[src/rtl/cache_pkg.sv]
// Shared cache geometry, word/block typedefs and streamer state encoding.
// Imported by block_word_select and block_streamer.
package cache_pkg;

    localparam int WORD_SIZE        = 32;
    localparam int NUM_SEGMENTS     = 16;
    localparam int NUM_SEGMENTS_LOG = 4;
    localparam int BLOCK_SIZE       = WORD_SIZE * NUM_SEGMENTS;

    typedef logic [WORD_SIZE-1:0]        word_t;
    typedef logic [BLOCK_SIZE-1:0]       block_t;
    typedef logic [NUM_SEGMENTS_LOG-1:0] seg_idx_t;

    typedef enum logic {
        ST_IDLE,
        ST_STREAM
    } stream_state_e;

endpackage

[src/rtl/block_word_select.sv]
// Combinational read of word[idx_i] from a cache block.
// Ports: block_i (block), idx_i (word index), word_o (selected word).
module block_word_select
    import cache_pkg::*;
#(
    parameter int WORD_SIZE_P        = WORD_SIZE,
    parameter int NUM_SEGMENTS_P     = NUM_SEGMENTS,
    parameter int NUM_SEGMENTS_LOG_P = NUM_SEGMENTS_LOG
) (
    input  logic [WORD_SIZE_P*NUM_SEGMENTS_P-1:0] block_i,
    input  logic [NUM_SEGMENTS_LOG_P-1:0]         idx_i,
    output logic [WORD_SIZE_P-1:0]                word_o
);

    assign word_o = block_i[idx_i*WORD_SIZE_P +: WORD_SIZE_P];

endmodule

[src/rtl/block_streamer.sv]
// Buffers one cache block and emits it one word per beat (valid/ready).
// Ports: clk, rst (sync, active-high); blk_valid/blk_ready/blk_data/
// blk_offset block input; word_valid/word_ready/word_data/word_index/
// word_last word output; busy = block held.
// Macro BLOCK_STREAMER_CRITICAL_WORD_FIRST_EN: start at blk_offset and wrap;
// otherwise blk_offset is ignored and words go out 0..NUM_SEGMENTS-1.
module block_streamer
    import cache_pkg::*;
#(
    parameter int WORD_SIZE_P        = WORD_SIZE,
    parameter int NUM_SEGMENTS_P     = NUM_SEGMENTS,
    parameter int NUM_SEGMENTS_LOG_P = NUM_SEGMENTS_LOG,
    parameter int BLOCK_SIZE_P       = WORD_SIZE_P * NUM_SEGMENTS_P
) (
    input  logic                          clk,
    input  logic                          rst,
    input  logic                          blk_valid,
    output logic                          blk_ready,
    input  logic [BLOCK_SIZE_P-1:0]       blk_data,
    input  logic [NUM_SEGMENTS_LOG_P-1:0] blk_offset,
    output logic                          word_valid,
    input  logic                          word_ready,
    output logic [WORD_SIZE_P-1:0]        word_data,
    output logic [NUM_SEGMENTS_LOG_P-1:0] word_index,
    output logic                          word_last,
    output logic                          busy
);

    localparam logic [NUM_SEGMENTS_LOG_P-1:0] LAST_CNT =
        NUM_SEGMENTS_LOG_P'(NUM_SEGMENTS_P - 1);

    stream_state_e                 state_q, state_d;
    logic [BLOCK_SIZE_P-1:0]       buf_q, buf_d;
    logic [NUM_SEGMENTS_LOG_P-1:0] ptr_q, ptr_d;
    logic [NUM_SEGMENTS_LOG_P-1:0] cnt_q, cnt_d;
    logic [NUM_SEGMENTS_LOG_P-1:0] start_ptr;
    logic [WORD_SIZE_P-1:0]        sel_word;
    logic                          streaming;

`ifdef BLOCK_STREAMER_CRITICAL_WORD_FIRST_EN
    assign start_ptr = blk_offset;
`else
    logic unused_offset;
    assign unused_offset = ^blk_offset;
    assign start_ptr     = '0;
`endif

    block_word_select #(
        .WORD_SIZE_P       (WORD_SIZE_P),
        .NUM_SEGMENTS_P    (NUM_SEGMENTS_P),
        .NUM_SEGMENTS_LOG_P(NUM_SEGMENTS_LOG_P)
    ) u_sel (
        .block_i(buf_q),
        .idx_i  (ptr_q),
        .word_o (sel_word)
    );

    assign streaming  = (state_q == ST_STREAM);
    assign busy       = streaming;
    assign word_data  = streaming ? sel_word : '0;
    assign word_index = streaming ? ptr_q : '0;

    always_comb begin
        state_d    = state_q;
        buf_d      = buf_q;
        ptr_d      = ptr_q;
        cnt_d      = cnt_q;
        blk_ready  = 1'b0;
        word_valid = 1'b0;
        word_last  = 1'b0;
        unique case (state_q)
            ST_IDLE: begin
                blk_ready = 1'b1;
            end
            ST_STREAM: begin
                word_valid = 1'b1;
                word_last  = (cnt_q == LAST_CNT);
                if (word_ready) begin
                    ptr_d = ptr_q + 1'b1;
                    cnt_d = cnt_q + 1'b1;
                    if (word_last) begin
                        // Last beat leaving: a waiting block may load now.
                        blk_ready = 1'b1;
                        state_d   = ST_IDLE;
                    end
                end
            end
            default: state_d = ST_IDLE;
        endcase
        if (blk_valid && blk_ready) begin
            buf_d   = blk_data;
            ptr_d   = start_ptr;
            cnt_d   = '0;
            state_d = ST_STREAM;
        end
    end

    always_ff @(posedge clk) begin
        if (rst) begin
            state_q <= ST_IDLE;
            buf_q   <= '0;
            ptr_q   <= '0;
            cnt_q   <= '0;
        end else begin
            state_q <= state_d;
            buf_q   <= buf_d;
            ptr_q   <= ptr_d;
            cnt_q   <= cnt_d;
        end
    end

endmodule
[config.mk]
export PLATFORM = sky130hd
export DESIGN_NAME = block_streamer
export DESIGN_NICKNAME = d
export VERILOG_FILES = /design/src/rtl/cache_pkg.sv /design/src/rtl/block_word_select.sv /design/src/rtl/block_streamer.sv
export SDC_FILE = /design/constraint.sdc
export NUM_CORES = 1
export LEC_CHECK = 0
export CAP_MARGIN = 20
export CORE_ASPECT_RATIO = 0.75
export CORE_UTILIZATION = 30
export CTS_CLUSTER_SIZE = 16
export DETAILED_ROUTE_END_ITERATION = 8
export PLACE_DENSITY_LB_ADDON = 0.08
export SETUP_SLACK_MARGIN = 0.05
export SKIP_LAST_GASP = 1
export SLEW_MARGIN = 30
export SYNTH_ARGS = -nofsm -noshare
export SYNTH_HDL_FRONTEND = slang
export SYNTH_SLANG_ARGS = --single-unit
export TNS_END_PERCENT = 50
[constraint.sdc]
create_clock -name clk -period 5.15 [get_ports clk]
set_clock_uncertainty 0.1 [all_clocks]
set_input_delay 0.515 -clock clk [delete_from_list [all_inputs] [get_ports clk]]
set_output_delay 0.515 -clock clk [all_outputs]
set_load 0.01 [all_outputs]
# [Word level (Yosys, flattened, before mapping)]
# Index checks and enable logic that the tools add are counted.
[word_totals] reg_bits=521 in_bits=520 out_inout_bits=40
[classes] addsub=2 eq_ne=1 shifts=1 muxes=11 bitwise_logic=1 reduce_logical=3
[ops] operator="$shiftx 512x10->32" count=1
[ops] operator="$mux 32" count=1
[ops] operator="$add 4x1->4 const B" count=2
[ops] operator="$mux 1" count=8
[ops] operator="$eq 4x4->1 const B" count=1
[ops] operator="$mux 4" count=1
[ops] operator="$pmux 1 s2" count=1
[ops] operator="$reduce_and 2->1" count=1
[ops] operator="$reduce_or 2->1" count=1
[ops] operator="$logic_and 1x1->1" count=1
[ops] operator="$not 1->1" count=1

# [Depth between registers and ports, before layout]
# Gate-level depths: netlist of run 1.
[depth] depth_word=6 ltp_mapped=8 mapped_depth_nobuf=5

# [Modules after synthesis]
# Synthesis of run 1 repeated with hierarchy kept, for this count alone.
[hier_totals] hier_cells=3997 area_unflattened_um2=35178.7
[modules_own_cells] module="block_streamer" n_inst=1 cells_per_inst=3726 area_per_inst_um2=31450.2
[modules_own_cells] module="block_word_select" n_inst=1 cells_per_inst=271 area_per_inst_um2=3728.6

# [Worst setup path after synthesis of run 1]
# OpenSTA, ideal clock, no wires.
[synth_path] path_kind="register to output" start="register state_q, in the netlist busy" end="output word_data[27]" arrival_ns=1.453 slack_ns=3.082 stages_incl_launch_ff=7 path_buffers=2 path_cell_list="dfxtp_1 > buf_2 > nand2_1 > clkinv_1 > clkbuf_1 > nand3_1 > o21ai_1"
[synth_via] elab_chain_cells=1
[synth_lines] element="from (decl)" line="block_streamer.sv:32" text="stream_state_e state_q, state_d;"
[synth_lines] element="from (signal assigned)" line="block_streamer.sv:105" text="state_q <= state_d;"
[synth_lines] element="$mux 32" line="block_streamer.sv:60" text="assign word_data = streaming ? sel_word : '0;"
[synth_lines] element="to (decl)" line="block_streamer.sv:23" text="output logic [WORD_SIZE_P-1:0] word_data,"
# Every way passes these cells.

# [Worst setup path after layout of run 1]
[layout_path] start="register ptr_q[2]" end="output word_data[0]"
[layout_via] elab_chain_cells=2
[layout_lines] element="from (decl)" line="block_streamer.sv:34" text="logic [NUM_SEGMENTS_LOG_P-1:0] ptr_q, ptr_d;"
[layout_lines] element="from (signal assigned)" line="block_streamer.sv:107" text="ptr_q <= ptr_d;"
[layout_lines] element="$shiftx 512x10->32" line="block_word_select.sv:15" text="assign word_o = block_i[idx_i*WORD_SIZE_P +: WORD_SIZE_P];"
[layout_lines] element="$mux 32" line="block_streamer.sv:60"
# Every way passes these cells.

==> results of run 1 <==
layout make-up:
| type | instances | share of cell area |
|---|---|---|
| antenna | 5 | 0.000416 |
| inverter | 2 | 0.000250 |
| clock buffer | 83 | 0.0550 |
| tap | 968 | 0.0403 |
| sequential | 521 | 0.347 |
| multi-input combinational | 2031 | 0.353 |
| clock inverter | 14 | 0.00433 |
| timing repair buffer | 590 | 0.199 |
stage by stage:
stage / instance area, µm² / utilization / instances
finish: 30000 / 0.407 / 4214
global route: 30000 / 0.407 / 4212
CTS: 30000 / 0.407 / 4208
detailed placement: 28200 / 0.382 / 4111
global placement: 28200 / 0.382 / 4111
floorplan: 22500 / - / 2789
synth_stat cells:
cell type	n	share of area
and4_1	1	0.00039
xor2_1	4	0.0016
a21oi_1	515	0.11
nor2_1	8	0.0013
a21boi_1	1	0.00033
a21bo_1	1	0.00044
nand2b_1	2	0.00056
a221oi_1	14	0.0055
nand4_1	2	0.00056
ha_1	2	0.0011
a22oi_1	100	0.033
buf_6	59	0.030
and2_1	5	0.0014
o21ai_1	32	0.0071
clkbuf_1	82	0.014
o21ai_0	6	0.0013
inv_1	1	0.00017
buf_8	1	0.00067
dfxtp_1	521	0.46
nand2_1	1065	0.18
clkinv_1	1	0.00017
xnor2_1	2	0.00078
nand3_1	27	0.0060
nor2b_1	2	0.00056
mux2i_1	228	0.10
mux4_2	14	0.014
buf_4	13	0.0043
buf_2	80	0.018
state kept, by name (all words and copies together) (netlist names):
register / flops
ptr_q: 4
buf_q: 512
busy: 1
cnt_q: 4
worst paths after layout:
| kind | slack (ns) | cells after the start | startpoint | to |
|---|---|---|---|---|
| worst max register to register | 2.61 | 6 | cnt_q[0]$_SDFFE_PP0P_ | buf_q[148]$_SDFFE_PP0P_ |
| worst max-delay path | 0.69 | 6 | ptr_q[2]$_SDFFE_PP0P_ | word_data[0] |
| worst min register to register | 0.35 | 2 | buf_q[193]$_SDFFE_PP0P_ | buf_q[193]$_SDFFE_PP0P_ |
| worst min-delay path | 0.22 | 2 | rst | buf_q[250]$_SDFFE_PP0P_ |
cell families after synthesis:
family	after synthesis	synth area share
compound gates	669	0.163
xor+xnor	6	0.00234
fa+ha+maj	2	0.00111
buf+inv	237	0.0664
flops	521	0.464
mux	242	0.115
simple gates	1112	0.188
where the power goes:
| part | internal (µW) | total, µW | switching, µW | leakage [µW] |
|---|---|---|---|---|
| logic | 637 | 1330 | 690 | 0.00524 |
| clock network | 2300 | 4010 | 1710 | 0.000871 |
| registers | 4260 | 4380 | 119 | 0.00428 |
routing by layer:
metal	up-vias	track usage	part of all wire
li1	10161	-	-
met1	10077	0.340	0.49
met2	575	0.347	0.43
met3	99	0.0433	0.057
met4	6	0.0662	0.025
met5	-	0	0.00040
worst register-to-register path: stages (launching register included):
cell	delay [ns]
dfxtp_1	0.37
ha_1	0.21
nand4_1	0.28
a21boi_4	0.47
buf_12	0.53
nand2_1	0.34
a21oi_1	0.15
==> impl_metrics.csv, run 1 <==
group,metric,value,unit
final_layout,seq_area,0.0104,mm²
worst_setup_path,slowest_stage,"dfxtp_1",
worst_setup_path,crit_type,"register to output port",
worst_setup_path,cp_top_family,"buffers and inverters",
global_routing,antenna_found_initial,9,
clock_tree,htreeDepth,2,
floorplanning,die_y,239,µm
worst_setup_path,cp.required,4.53,ns
logic_synthesis,syn-cell-area,0.0225,mm²
worst_setup_path,crit_path_end_kind,"output port",
final_layout,drive_above_1_share,0.0438,
final_layout,nets,3723,
power,power.total,9710,µW
logic_synthesis,syn_nets,3311,
sta,max_slew_margin,0.412,
logic_synthesis,synth_seq_area_share,0.464,
outcome,status,"completed",
detailed_routing,via_per_inst,4.96,
logic_synthesis,synth_cells,2789,
final_layout,multi_input_area,0.0106,mm²
final_layout,syn2layout_area_growth,33.6,%
sta,hold_viol_final,0,
clock_tree,insertion_delay,0.61,ns
sta,worst_slack,0.693,ns
global_routing,grt_pass1_vias,20366,
final_layout,layout_common_cells,"nand2_1 (1065), clkdlybuf4s50_1 (554), dfxtp_1 (520), a21oi_1 (515), mux2i_1 (228)",
worst_setup_path,critPathBufInv,2,
clock_tree,cts_sinks,521,
worst_setup_path,crit_path_max_incr_delay,0.78,ns
detailed_routing,drc,0,
sta,final-max-slew-violation-count,0,
flow_run,drv_cap,0,
final_layout,num-fill-cells,7494,
global_routing,grt-ovfl-total,0,
placement,post-place-ws,1.33,ns
placement,io_buffers,555,
sta,fmax,224,MHz
placement,hpwlAfterDp,67800,µm
logic_synthesis,syn_avg_cell_area,8.07,µm²
placement,gp_congestion,0.885,
detailed_routing,initialDrtViolationCount,1655,
sta,fin_crit_sh,0.865,
floorplanning,start_util,0.305,
clock_tree,cts_resized,0,
sta,finalSetupTns,0,ns
power,power_density,323,mW/mm²
global_routing,grt_start_max_net_pins,165,
worst_setup_path,cp_max_fo,27,
power,ir_drop,268,µV
logic_synthesis,synth_cell_types,28,
power,power_leakage,0.0104,µW
global_routing,grt_pass1_wl,132000,µm
sta,tightest_slew,0.876,ns
clock_tree,cts_hold_buffers,0,
detailed_routing,vias,20918,
detailed_routing,wl_per_cell,21.9,µm
min_path,hold_class,"input pin to register",
floorplanning,die_w,318,µm
detailed_routing,ant_nets,0,
logic_synthesis,yosysWarnings,0,
clock_tree,cts_buffers,55,
floorplanning,row_count,86,
worst_setup_path,critPathArrivalTime,3.84,ns
global_routing,grt_use_total,0.233,
floorplanning,io_pins,560,
clock_tree,clk_path_buf_depth,3,
sta,finalCriticalPeriod,4.46,ns
final_layout,final_common_cell,"nand2_1",
floorplanning,die-area,0.0761,mm²
worst_setup_path,crit_chain,"and2_2 > buf_4 > a22oi_1 > nand3_1 > o21ai_1 > clkdlybuf4s50_1",
clock_tree,post_cts_buffers,0,
floorplanning,coreArea,0.0738,mm²
detailed_routing,routed_wl,92200,µm
worst_setup_path,start_kind,"register",
sta,finalSetupViolations,0,
detailed_routing,dr.pass1.iters,5,
logic_synthesis,ys_ff_latch,521,
clock_tree,ctsRootBufferMaster,"clkbuf_16",
sta,holdWs,0.221,ns
clock_tree,cts_tree,"built",
clock_tree,cts.clk_slew.worst_paths,0.06,ns
sta,rsz0062_at_grt,"false",
No activity file was read; power rests on OpenSTA's default activity.
==> inputs of run 2 (changes only) <==
--- a/config.mk
+++ b/config.mk
@@ -7,7 +7,8 @@
 export LEC_CHECK = 0
 export CAP_MARGIN = 20
 export CORE_ASPECT_RATIO = 0.75
-export CORE_UTILIZATION = 30
+export CORE_MARGIN = 5
+export CORE_UTILIZATION = 45
 export CTS_CLUSTER_SIZE = 16
 export DETAILED_ROUTE_END_ITERATION = 8
 export PLACE_DENSITY_LB_ADDON = 0.08
==> run 2 against run 1 <==
Hold slack gained 0.13 ns; first-iteration DRC count up 47%; die area is 28% lower; utilization up 19 points; count of clock-buffer cells in the layout unchanged; combinational power about the same; register-to-register slack got worse by 0.25 ns; via count is 1.9% higher; routed wire length is 7.0% lower; sequential power hardly changed; final cell count decreased by 7.3%; critical endpoint is now word_data[5]; largest cell class unchanged.
==> impl_metrics.csv, run 2 (synthesis gave the netlist of run 1 again) <==
group,metric,value,unit
outcome,status,"completed",
detailed_routing,initialDrtViolationCount,2439,
worst_setup_path,reg2reg_from,"cnt_q[0]$_SDFFE_PP0P_",
final_layout,top_register,"buf_q",
final_layout,biggestRegsByFlops,"buf_q (512), cnt_q (4), ptr_q (4)",
clock_tree,ctsRootBufferMaster,"clkbuf_16",
final_layout,final_common_cell,"nand2_1",
floorplanning,die-area,0.0546,mm²
clock_tree,cts_hold_buffers,0,
final_layout,syn2layout_area_growth,31.4,%
min_path,hold_class,"register to register",
detailed_routing,dr.pass1.iters,6,
clock_tree,cts_tree,"built",
clock_tree,insertion_delay,0.59,ns
power,ir_drop,263,µV
clock_tree,clk_path_buf_depth,3,
sta,finalSetupTns,0,ns
final_layout,largest_reg_flops,512,
floorplanning,start_util,0.451,
global_routing,use_met3,0.0563,
global_routing,grt_start_max_net_pins,147,
worst_setup_path,crit_type,"register to output port",
detailed_routing,vias,21319,
placement,gp_congestion,0.948,
sta,max_slew_margin,0.373,
clock_tree,post_cts_buffers,0,
detailed_routing,ant_nets,0,
worst_setup_path,start_kind,"register",
detailed_routing,routed_wl,85700,µm
worst_setup_path,cp_max_fo,31,
global_routing,grtUsageMet1,0.437,
final_layout,final_area,0.0296,mm²
worst_setup_path,worstReg2RegEnd,"buf_q[111]$_SDFFE_PP0P_",
power,p_int,7030,µW
placement,post-place-cells,3804,
sta,tightest_slew,0.941,ns
floorplanning,coreArea,0.0498,mm²
min_path,hp-start,"buf_q[193]$_SDFFE_PP0P_",
worst_setup_path,cp.required,4.53,ns
placement,place_area,0.0279,mm²
worst_setup_path,r2r_slack,2.36,ns
global_routing,busiest_layer,"met1",
power,power_density,318,mW/mm²
global_routing,grt_use_total,0.297,
worst_setup_path,cp_common_cell,"buf_4",
power,power_leakage,0.0104,µW
sta,fmax,231,MHz
clock_tree,cts_buffers,51,
worst_setup_path,crit_chain,"buf_4 > nor2b_4 > buf_4 > a22oi_1 > nand3_1 > o21ai_1 > clkdlybuf4s50_1",
floorplanning,die_w,268,µm
worst_setup_path,crit_path_max_incr_delay,0.59,ns
clock_tree,cts_resized,0,
worst_setup_path,reg2regPathDepth,6,
sta,finalSetupViolations,0,
final_layout,drive_above_1_share,0.0423,
power,p_sw,2380,µW
sta,fin_crit_sh,0.842,
clock_tree,htreeDepth,2,
final_layout,fin_cells,3908,
global_routing,grt_pass1_vias,20435,
min_path,worstHoldEndpoint,"buf_q[193]$_SDFFE_PP0P_",
power,seqPwrFrac,0.466,
floorplanning,io_pins,560,
power,switching_share,0.253,
global_routing,grt-ovfl-total,0,
final_layout,layout_common_cells,"nand2_1 (1065), clkdlybuf4s50_1 (554), dfxtp_1 (520), a21oi_1 (515), mux2i_1 (228)",
global_routing,antenna_found_initial,19,
placement,io_buffers,555,
min_path,hold_path_depth,2,
worst_setup_path,crit_path_end_kind,"output port",
detailed_routing,wl_per_cell,21.9,µm
flow_run,drv_cap,0,
worst_setup_path,critPathArrivalTime,3.72,ns
sta,final-max-slew-violation-count,0,
global_routing,grt_pass1_wl,124000,µm
placement,hpwlAfterDp,63200,µm
floorplanning,row_count,71,
detailed_routing,via_per_inst,5.46,
sta,finalCriticalPeriod,4.34,ns
clock_tree,cts_sinks,521,
sta,rsz0062_at_grt,"false",
detailed_routing,drc,0,
power,clockPowerShare,0.396,
floorplanning,die_y,204,µm
final_layout,nets,3722,
worst_setup_path,slowest_stage,"dfxtp_1",
power,power_frac_comb,0.139,
global_routing,gr-usage-met2,0.435,
clock_tree,cts.clk_slew.worst_paths,0.06,ns
sta,hold_viol_final,0,
-- run 2: through the flow --
step                      hold WS, ns  power (µW)  setup slack [ns]   util
after detailed placement        0.345        5760              1.42  0.560
after global routing            0.349        9760             0.675  0.593
final                           0.352        9410             0.812  0.593
after CTS                       0.334        9470             0.778  0.593
after global placement          0.341        5730              1.46  0.560
after floorplan                 0.333        5120              3.08      -
-- run 2: critical path, delay by kind of cell (launching register included) --
kind | cells | cell delay (ns)
buffers and inverters | 3 | 1.38
flip-flops | 1 | 0.59
AO/OA/AOI/OAI | 2 | 0.31
AND/OR/NAND/NOR | 2 | 0.82
-- run 2: metal layers --
layer	routed length, µm	share of wire
met3	7120	0.083
met1	38800	0.45
met4	2840	0.033
met5	78	0.00091
met2	36900	0.43
-- run 2: power groups by stage --
stage               sequential (µW)  combinational [µW]  clock [µW]
floorplan                      4430                 695           0
global placement               4460                1270           0
detailed placement             4470                1290           0
CTS                            4380                1300        3790
global route                   4410                1410        3950
finish                         4380                1310        3730
-- run 2: final cells by class --
type                            instances  area, µm²
Multi-Input combinational cell       2031      10600
Clock inverter                         10       77.6
Tap cell                              657        822
Inverter                                2       7.51
Fill cell                            4474      20300
Timing Repair Buffer                  593       6010
Sequential cell                       521      10400
Antenna cell                           11       27.5
Clock buffer                           83       1580
-- run 2: worst max-delay path by stage --
stage,startpoint,end
after floorplan,busy$_SDFF_PP0_,word_data[27]
after global placement,ptr_q[2]$_SDFFE_PP0P_,word_data[5]
after detailed placement,ptr_q[2]$_SDFFE_PP0P_,word_data[20]
after CTS,ptr_q[2]$_SDFFE_PP0P_,word_data[20]
after global routing,ptr_q[2]$_SDFFE_PP0P_,word_data[5]
final,ptr_q[2]$_SDFFE_PP0P_,word_data[5]
==> inputs of run 3 (changes only) <==
==> constraint.sdc (replaced) <==
create_clock -name clk -period 4.6 [get_ports clk]
set_clock_uncertainty 0.1 [all_clocks]
set_input_delay 0.46 -clock clk [delete_from_list [all_inputs] [get_ports clk]]
set_output_delay 0.46 -clock clk [all_outputs]
set_load 0.01 [all_outputs]
==> run 3 against run 2 <==
Sequential power grew 12%; final area increased by 1.2%; count of clock-buffer cells in the layout is 10 lower; utilization grew 0.74 points; via count grew 0.16%; die area stayed put; global-route usage increased by 0.066 points; routed wire length increased by 0.44%; first-iteration DRC count fell by 20%; non-clock buffer count increased by 14; hold slack worse by 0.24 ns; critical endpoint is now word_data[16].
==> impl_metrics.csv, run 3 (synthesis gave the netlist of run 1 again) <==
group,metric,value,unit
final_layout,largest_reg_flops,512,
power,seqPwrFrac,0.451,
sta,finalCriticalPeriod,4.07,ns
final_layout,final_util,0.601,
clock_tree,cts_tree,"built",
floorplanning,die_w,268,µm
clock_tree,clk_path_buf_depth,3,
worst_setup_path,cp_max_fo,40,
sta,fin_crit_sh,0.886,
sta,worst_slack,0.525,ns
power,p_sw,2700,µW
sta,max_slew_margin,0.414,
worst_setup_path,start_kind,"register",
detailed_routing,dr.pass1.iters,6,
clock_tree,cts_buffers,51,
detailed_routing,initialDrtViolationCount,1954,
sta,fmax,245,MHz
power,p_int,8170,µW
worst_setup_path,crit_type,"register to output port",
final_layout,final_common_cell,"nand2_1",
sta,tightest_slew,0.854,ns
global_routing,grt-ovfl-total,0,
worst_setup_path,cp_common_cell,"buf_4",
global_routing,grt_start_max_net_pins,168,
final_layout,drive_above_1_share,0.0489,
global_routing,grt_use_total,0.297,
power,power_frac_comb,0.137,
global_routing,gr-usage-met2,0.443,
clock_tree,cts_hold_buffers,0,
detailed_routing,via_per_inst,5.45,
clock_tree,cts.clk_slew.worst_paths,0.06,ns
min_path,hp-start,"rst",
sta,rsz0062_at_grt,"false",
power,ir_drop,261,µV
detailed_routing,drc,0,
power,switching_share,0.249,
power,power_density,363,mW/mm²
worst_setup_path,reg2reg_from,"cnt_q[0]$_SDFFE_PP0P_",
power,clockPowerShare,0.412,
placement,gp_congestion,0.935,
final_layout,layout_common_cells,"nand2_1 (1065), clkdlybuf4s50_1 (554), dfxtp_1 (520), a21oi_1 (515), mux2i_1 (228)",
detailed_routing,routed_wl,86100,µm
worst_setup_path,cp.required,4.04,ns
worst_setup_path,slowest_stage,"nor2b_4",
final_layout,nets,3736,
worst_setup_path,crit_chain,"buf_4 > nor2b_4 > buf_4 > a22oi_1 > nand2_1 > o21ai_1 > clkdlybuf4s50_1",
min_path,hold_class,"input pin to register",
floorplanning,die-area,0.0546,mm²
placement,post-place-cells,3816,
worst_setup_path,critPathArrivalTime,3.51,ns
global_routing,busiest_layer,"met2",
global_routing,antenna_found_initial,18,
worst_setup_path,crit_path_end_kind,"output port",
sta,final-max-slew-violation-count,0,
sta,finalSetupTns,0,ns
floorplanning,io_pins,560,
clock_tree,insertion_delay,0.59,ns
clock_tree,cts_resized,0,
floorplanning,row_count,71,
final_layout,syn2layout_area_growth,33.1,%
floorplanning,coreArea,0.0498,mm²
worst_setup_path,crit_path_max_incr_delay,0.63,ns
final_layout,top_register,"buf_q",
global_routing,grt_pass1_vias,20419,
clock_tree,htreeDepth,2,
clock_tree,cts_sinks,521,
sta,holdWs,0.116,ns
placement,hpwlAfterDp,63600,µm
detailed_routing,wl_per_cell,21.9,µm
sta,hold_viol_final,0,
power,power_leakage,0.0105,µW
clock_tree,post_cts_buffers,0,
worst_setup_path,critPathLaunch,"ptr_q[2]$_SDFFE_PP0P_",
floorplanning,die_y,204,µm
detailed_routing,ant_nets,0,
global_routing,grt_pass1_wl,124000,µm
placement,io_buffers,555,
outcome,status,"completed",
flow_run,drv_cap,0,
final_layout,biggestRegsByFlops,"buf_q (512), cnt_q (4), ptr_q (4)",
global_routing,use_met3,0.0573,
placement,post-place-ws,1.17,ns
floorplanning,start_util,0.451,
final_layout,fin_cells,3921,
detailed_routing,vias,21353,
global_routing,grtUsageMet1,0.436,
sta,finalSetupViolations,0,
final_layout,num-fill-cells,4464,
clock_tree,ctsRootBufferMaster,"clkbuf_16",
[run 3: changes by cell type in the layout (fill, tap and decap cells not counted)]
cell	previous run	this run
bufinv_16	1	6
inv_6	0	1
clkbuf_1	16	5
clkinvlp_4	1	2
buf_16	0	1
buf_12	13	21
clkbuf_8	14	15
buf_4	25	30
diode_2	11	13
[run 3: cell type report]
cell class,count,area [µm²],area share
multi-input combinational,2031,10600,0.355
sequential,521,10400,0.348
timing repair buffer,607,6230,0.208
clock buffer,73,1550,0.0518
tap,657,822,0.0275
clock inverter,17,244,0.00815
antenna,13,32.5,0.00109
inverter,2,7.51,0.000251
[run 3: worst max-delay path, delay by kind of cell (launching register included)]
| kind | cells | cell delay, ns |
|---|---|---|
| AO/OA/AOI/OAI | 2 | 0.35 |
| buffers and inverters | 3 | 1.29 |
| flip-flops | 1 | 0.33 |
| AND/OR/NAND/NOR | 2 | 0.92 |
[run 3: layer usage]
| metal | wire length [µm] | vias up |
|---|---|---|
| li1 | - | 10189 |
| met1 | 39700 | 10248 |
| met2 | 37200 | 778 |
| met3 | 6430 | 124 |
| met4 | 2570 | 14 |
| met5 | 108 | - |
[run 3: per-stage QoR]
| stage | power, µW | cell area [µm²] |
|---|---|---|
| floorplan | 5740 | 22500 |
| global placement | 6430 | 28100 |
| detailed placement | 6470 | 28100 |
| CTS | 10900 | 29900 |
| global route | 11300 | 29900 |
| finish | 10900 | 29900 |
[run 3: power groups by stage]
stage          clock network, µW  logic [µW]  registers (µW)
2_1_floorplan                  0         778            4960
6_report                    4490        1490            4900
3_3_place_gp                   0        1440            4990
3_5_place_dp                   0        1470            5000
5_1_grt                     4730        1600            4930
4_1_cts                     4540        1470            4900
[run 3: final timing paths]
path,endpoint,slack [ns],cells past startpoint
min reg2reg,buf_q[195]$_SDFFE_PP0P_,0.35,2
max,word_data[16],0.53,7
min,buf_q[66]$_SDFFE_PP0P_,0.12,2
max reg2reg,buf_q[60]$_SDFFE_PP0P_,1.98,6
